`src/rtl/irq_pkg.sv`:
```
// Shared constants and FSM state type for the per-tile interrupt dispatcher.
package irq_pkg;
    localparam int IRQ_NSRC = 16;
    localparam int IRQ_W    = 4;

    typedef enum logic [1:0] {IDLE, LOAD, WAIT, HOLD} irq_st_t;
endpackage

```
`src/rtl/irq_dispatch_prio_enc.sv`:
```
// 16->4 priority encoder: lowest set index wins, plus an any-request flag.
module irq_prio_enc
    import irq_pkg::*;
(
    input  logic [IRQ_NSRC-1:0] req,
    output logic [IRQ_W-1:0]    idx,
    output logic                any
);
    always_comb begin
        idx = '0;
        any = 1'b0;
        // Scan downwards so the lowest set index is the last to be written.
        for (int unsigned i = IRQ_NSRC; i > 0; i--) begin
            if (req[IRQ_W'(i - 1)]) begin
                idx = IRQ_W'(i - 1);
                any = 1'b1;
            end
        end
    end
endmodule

```
`src/rtl/irq_dispatch.sv`:
```
// Interrupt dispatcher: latches edge/level sources, picks by fixed priority,
// strobes irqload with a stable irqnum and waits for the core's acknowledge.
module irq_dispatch
    import irq_pkg::*;
#(
    parameter int NSRC    = 16,
    parameter int HOLDOFF = 8,
    parameter int ACK_TO  = 255
) (
    input  logic            clk,
    input  logic            rst_n,
    input  logic [NSRC-1:0] irq_src,
    input  logic [NSRC-1:0] irq_edge_cfg,
    input  logic [NSRC-1:0] irq_mask,
    input  logic            irq_ack,
    output logic            irqload,
    output logic [IRQ_W-1:0] irqnum,
    output logic [NSRC-1:0] irq_pending,
    output logic            irq_busy,
    output logic            irq_timeout
);
    localparam logic [7:0] ACK_LAST  = 8'(ACK_TO - 1);
    localparam logic [7:0] HOLD_LAST = 8'(HOLDOFF - 2);

    logic [1:0]      rst_sync;
    logic            rst_ni;
    irq_st_t         state, state_d;
    logic [IRQ_W-1:0] num_q, num_d;
    logic [NSRC-1:0] pend, pend_d, prev, rise, eligible;
    logic            armed, replay, replay_d, to_q, to_d;
    logic [7:0]      wait_cnt, wait_d, hold_cnt, hold_d;
    logic [IRQ_W-1:0] win_idx;
    logic            win_any, ack_ok, leave_wait, inflight_rise;

    always_ff @(posedge clk or negedge rst_n) begin
        if (!rst_n) rst_sync <= '0;
        else        rst_sync <= {rst_sync[0], 1'b1};
    end
    assign rst_ni = rst_sync[1];

    // armed stays low for the first cycle out of reset so prev can capture
    // lines that were already high, avoiding a false edge.
    assign rise     = armed ? (irq_src & ~prev & irq_edge_cfg) : '0;
    assign eligible = pend & irq_mask;
    assign inflight_rise = rise[num_q];
    assign ack_ok     = (state == WAIT) && irq_ack;
    assign leave_wait = (state == WAIT) && (irq_ack || wait_cnt == ACK_LAST);

    irq_prio_enc u_enc (
        .req (eligible),
        .idx (win_idx),
        .any (win_any)
    );

    always_comb begin
        pend_d = ((pend | rise) & irq_edge_cfg) | (irq_src & ~irq_edge_cfg);
        if (ack_ok && irq_edge_cfg[num_q] && !replay && !inflight_rise)
            pend_d[num_q] = 1'b0;
    end

    always_comb begin
        replay_d = 1'b0;
        if ((state == LOAD || state == WAIT) && !leave_wait)
            replay_d = replay | inflight_rise;
    end

    always_comb begin
        state_d = state;
        num_d   = num_q;
        wait_d  = wait_cnt;
        hold_d  = hold_cnt;
        to_d    = 1'b0;
        case (state)
            IDLE: if (win_any) begin
                state_d = LOAD;
                num_d   = win_idx;
            end
            LOAD: begin
                state_d = WAIT;
                wait_d  = '0;
            end
            WAIT: if (leave_wait) begin
                to_d    = !irq_ack;
                hold_d  = '0;
                // HOLD plus the following IDLE cycle make up the HOLDOFF gap.
                state_d = (HOLDOFF > 1) ? HOLD : IDLE;
            end else begin
                wait_d = wait_cnt + 8'd1;
            end
            HOLD: if (hold_cnt == HOLD_LAST) state_d = IDLE;
                  else hold_d = hold_cnt + 8'd1;
            default: state_d = IDLE;
        endcase
    end

    always_ff @(posedge clk or negedge rst_ni) begin
        if (!rst_ni) begin
            state    <= IDLE;
            num_q    <= '0;
            pend     <= '0;
            prev     <= '0;
            armed    <= 1'b0;
            replay   <= 1'b0;
            to_q     <= 1'b0;
            wait_cnt <= '0;
            hold_cnt <= '0;
        end else begin
            state    <= state_d;
            num_q    <= num_d;
            pend     <= pend_d;
            prev     <= irq_src;
            armed    <= 1'b1;
            replay   <= replay_d;
            to_q     <= to_d;
            wait_cnt <= wait_d;
            hold_cnt <= hold_d;
        end
    end

    assign irqload     = (state == LOAD);
    assign irqnum      = num_q;
    assign irq_pending = pend;
    assign irq_busy    = (state != IDLE);
    assign irq_timeout = to_q;
endmodule

```
`config.mk`:
```
export PLATFORM = sky130hd
export DESIGN_NAME = irq_dispatch
export DESIGN_NICKNAME = d
export VERILOG_FILES = /design/src/rtl/irq_pkg.sv /design/src/rtl/irq_dispatch_prio_enc.sv /design/src/rtl/irq_dispatch.sv
export SDC_FILE = /design/constraint.sdc
export NUM_CORES = 1
export LEC_CHECK = 0
export ABC_AREA = 1
export ABC_CLOCK_PERIOD_IN_PS = 1960
export CAP_MARGIN = 30
export CELL_PAD_IN_SITES_DETAIL_PLACEMENT = 1
export CELL_PAD_IN_SITES_GLOBAL_PLACEMENT = 1
export CORE_MARGIN = 2
export CORE_UTILIZATION = 44
export DETAILED_ROUTE_END_ITERATION = 7
export DONT_BUFFER_PORTS = 1
export HOLD_SLACK_MARGIN = 0.06
export PLACE_DENSITY_LB_ADDON = 0.12
export SKIP_LAST_GASP = 1
export SYNTH_ARGS = -nofsm -noshare
export SYNTH_HDL_FRONTEND = slang
export SYNTH_SLANG_ARGS = --single-unit
```
`constraint.sdc`:
```
create_clock -name clk -period 1.96 [get_ports clk]
set_input_delay 0.196 -clock clk [delete_from_list [all_inputs] [get_ports clk]]
set_output_delay 0.196 -clock clk [all_outputs]
set_load 0.005 [all_outputs]
```
==> run summary <==
Most frequent cell after synthesis = nand2_1
Outcome = finished, final reports clean
Shortest period the worst path allows = 1840 ps
Highest achievable clock rate = 0.544 GHz
Cell Rows = 31
Period utilisation layout = 93.8%
Transition time of the tightest slew-check pin = 514 ps
Synthesized flop and latch total = 59
Clock slew at reported path FFs = 70 ps
Highest net fanout along the worst path = 15
Setup repair after global routing missed its margin = false
Final total negative setup slack = 0 ps
Count of TritonRoute iterations in the first routing pass = 4
Last weighted congestion value of the routability-driven placer = 0.910
Post-synthesis average cell area = 8.00 µm²
Max Transition Viols Final = 0
Worst Path Arrival = 2070 ps
Startpoint of the worst-slack reg-to-reg timing path = irqnum[0]
Synth cell count leaders = 115 x nand2_1, 59 x dfrtp_1, 42 x inv_1, 34 x nor2_1, 32 x nand3_1
Clock insertion delay at the later pin of the skew report = 350 ps
Synthesis-to-layout area growth = 17.6%
Maximum clock path buffer count = 2
Peak per-stage delay on the critical path = 400 ps
Post-Synth Adder-Cell Area = 3.36%
Sequential-to-total area share from yosys stat = 44.1%
Relative max-transition margin = 65.7%
Via count normalized by instance count = 5.41
Via total after detailed routing = 3033
Final setup violation count = 0
First-iteration detailed-routing DRC count = 114
Count of flip-flops with a built-in enable after synthesis = 0
Number of standard cells after synthesis = 419
Type of the worst setup path = register to register
Compound-gate portion of the synthesized area = 13.6%
Total DRC errors in the routed layout = 0
Routed Antenna Nets = 0
XOR/XNOR share of the synthesized area = 1.31%
H-tree depth = 3
Internal reg-to-reg setup slack = 120 ps
Sink Count = 59
Overall die area = 0.00833 mm²
Multiplexer share of the synthesized area = 0.299%
Number of antenna diodes = 0
Horizontal die dimension = 91.3 µm
Initial core utilization = 45.7%
Delay-heaviest family, CP = simple AND/OR/NAND/NOR gates
Ratio of total power to cell area = 1150 mW/mm²
Number of buffers created by CTS = 9
Detail Placement HPWL = 7.31 mm
Fraction of synthesis flops using an asynchronous set or reset pin = 100%
Number of distinct library cells after synthesis = 37
Via count of the first global-routing pass = 3339
Overall global routing resource usage = 25.8%
Clock Skews = 7.46 ps
Dominant combinational cell family by area after synthesis = simple AND/OR/NAND/NOR gates
Number of cells on the worst reg-to-reg path = 10
Fraction of layout instances using a drive strength above 1 = 11.9%
Critical Path Start = irqnum[0]
Ys Warns = 0
Max stage delay cell, worst path = dfrtp_1
Wire length of the first global-routing pass = 16.8 mm
Critical R2R Capture = irq_pending[7]
Synthesized cell area = 0.00335 mm²
GR Overflow Total = 0
Worst voltage drop across the vdd grid = 538 µV
Cell breakdown of the critical path = buf_4 -> nand2_4 -> inv_2 -> nand2_1 -> nand2_1 -> o21ai_1 -> nand3_1 -> nor2_4 -> nand2_8 -> o21a_1
Die outline height = 91.3 µm
Ports placed on the boundary = 74
Number of buffers and inverters on the critical path = 2
Master cell of the clock root buffer = clkbuf_8
Number of antenna violations at the first check in global routing = 0
Mean routed wirelength per cell = 17.6 µm
Post-Synth Simple-Gate Area = 29.8%
Final Routed Wirelength = 9.87 mm
Pin count of the biggest net entering global routing = 38
Critical path startpoint category = register
Endpoint class of the critical path = register
Share of Yosys cell area claimed by the top area cell type = 44.1%
Finished Layout Cells = 561
Number of max-cap violations = 0
Top FF cell, synth = dfrtp_1
Most prevalent standard cell on the critical path = nand2_1
Largest area contributor in the synthesized netlist = dfrtp_1
Number of hold violations in the final report = 0
Min-delay worst type = primary input to register
Critical path endpoint = irq_pending[7]
Total core area = 0.00733 mm²
Leakage power total = 1.92 nW
CTS tree = done
Area contributors post-synth = dfrtp_1 44%, nand2_1 13%, nand3_1 4.8%, inv_1 4.7%, nor2_1 3.8%
Number of cells after detailed placement = 526
Final net count = 517
Stages on worst setup path = 10
Worst EP required = 2190 ps
Port bufs = 0
flip-flops by register name, indices dropped and copies added, names as in the netlist:
register     flops
hold_cnt         8
irqnum           4
rst_sync         2
state            2
irq_timeout      1
prev            16
wait_cnt         8
irq_pending     16
armed            1
replay           1
cell usage in the layout (no fill, tap or decap), types with 2 or more instances in the layout:
master / Yosys / layout
nand2_4: 5 / 4
nand3_1: 32 / 32
conb_1: 1 / 2
inv_4: 3 / 3
nor3_1: 11 / 11
o22ai_1: 16 / 16
inv_2: 4 / 4
dlygate4sd3_1: 0 / 19
o21ai_1: 8 / 8
o21a_1: 15 / 15
nor2_1: 34 / 33
nor2_2: 2 / 3
xor2_1: 4 / 4
inv_1: 42 / 42
clkbuf_8: 0 / 13
dfrtp_2: 0 / 2
nand2_1: 115 / 114
nor2_4: 2 / 2
buf_12: 0 / 2
buf_4: 0 / 9
clkbuf_1: 0 / 2
a21oi_1: 14 / 14
nand4_1: 5 / 5
dfrtp_1: 59 / 57
o21ai_0: 17 / 17
ha_1: 9 / 8
a31oi_1: 2 / 2
worst reg2reg max path, delay by kind of cell (launching register included):
family	cells	cell delay (ps)
buf+inv	2	270
compound gates	2	350
simple gates	6	700
flops	1	400
where the power goes:
group,total (mW),internal (mW),switching [mW]
sequential,1.63,1.41,0.222
combinational,1.82,0.639,1.18
clock,1.09,0.597,0.493
cells by family after synthesis:
family          Yosys count
buf+inv                  55
other cells               1
mux                       1
flops                    59
simple gates            213
compound gates           76
xor+xnor                  5
fa+ha+maj                 9
repair_timing:
| item | in CTS | in global routing |
|---|---|---|
| endpoints found under the hold margin | 22 | 0 |
| setup endpoints to repair | 1 | 5 |
| hold buffers | 19 | 0 |
| resized for setup | 1 | 4 |
| buffers inserted | 0 | 0 |
| cloned | 0 | 0 |
worst min path at each step:
| stage | start | slack (ps) | end | depth (start not counted) |
|---|---|---|---|---|
| 3_5_place_dp | rst_n | -100 | rst_sync[1] | 0 |
| 5_1_grt | rst_n | 90 | rst_sync[1] | 1 |
| 6_report | irq_edge_cfg[0] | 70 | irq_pending[0] | 3 |
| 4_1_cts | irq_src[8] | 70 | irq_pending[8] | 3 |
| 2_1_floorplan | rst_n | -100 | rst_sync[0] | 0 |
| 3_3_place_gp | rst_n | -100 | rst_sync[1] | 0 |
final cells by class:
type                            count  area (µm²)
Clock buffer                       15         186
Clock inverter                      1        5.00
Fill cell                         914        3390
Inverter                           51         204
Multi-Input combinational cell    306        1650
Sequential cell                    59        1480
Tap cell                           99         124
Timing Repair Buffer               30         298
through the flow:
step / utilization [%] / power, mW / hold WS (ps) / worst slack, ps / instance area (µm²)
after floorplan: - / 2.86 / -99.6 / 196 / 3350
after global placement: 48.3 / 3.30 / -99.6 / 150 / 3540
after detailed placement: 48.3 / 3.38 / -99.5 / 33.1 / 3540
after CTS: 53.5 / 4.52 / 66.8 / 33.4 / 3930
after global routing: 53.8 / 4.86 / 85.8 / 1.06 / 3940
final: 53.8 / 4.54 / 71.6 / 122 / 3940
per-layer routing:
| metal | up-vias | global-route usage [%] | part of all wire (%) |
|---|---|---|---|
| met5 | - | 0 | 0 |
| met3 | 15 | 4.32 | 3.8 |
| met2 | 63 | 45.6 | 53 |
| met4 | 0 | 10.2 | 1.9 |
| li1 | 1461 | - | - |
| met1 | 1494 | 31.4 | 42 |
Power figures use the tool's default switching activity.
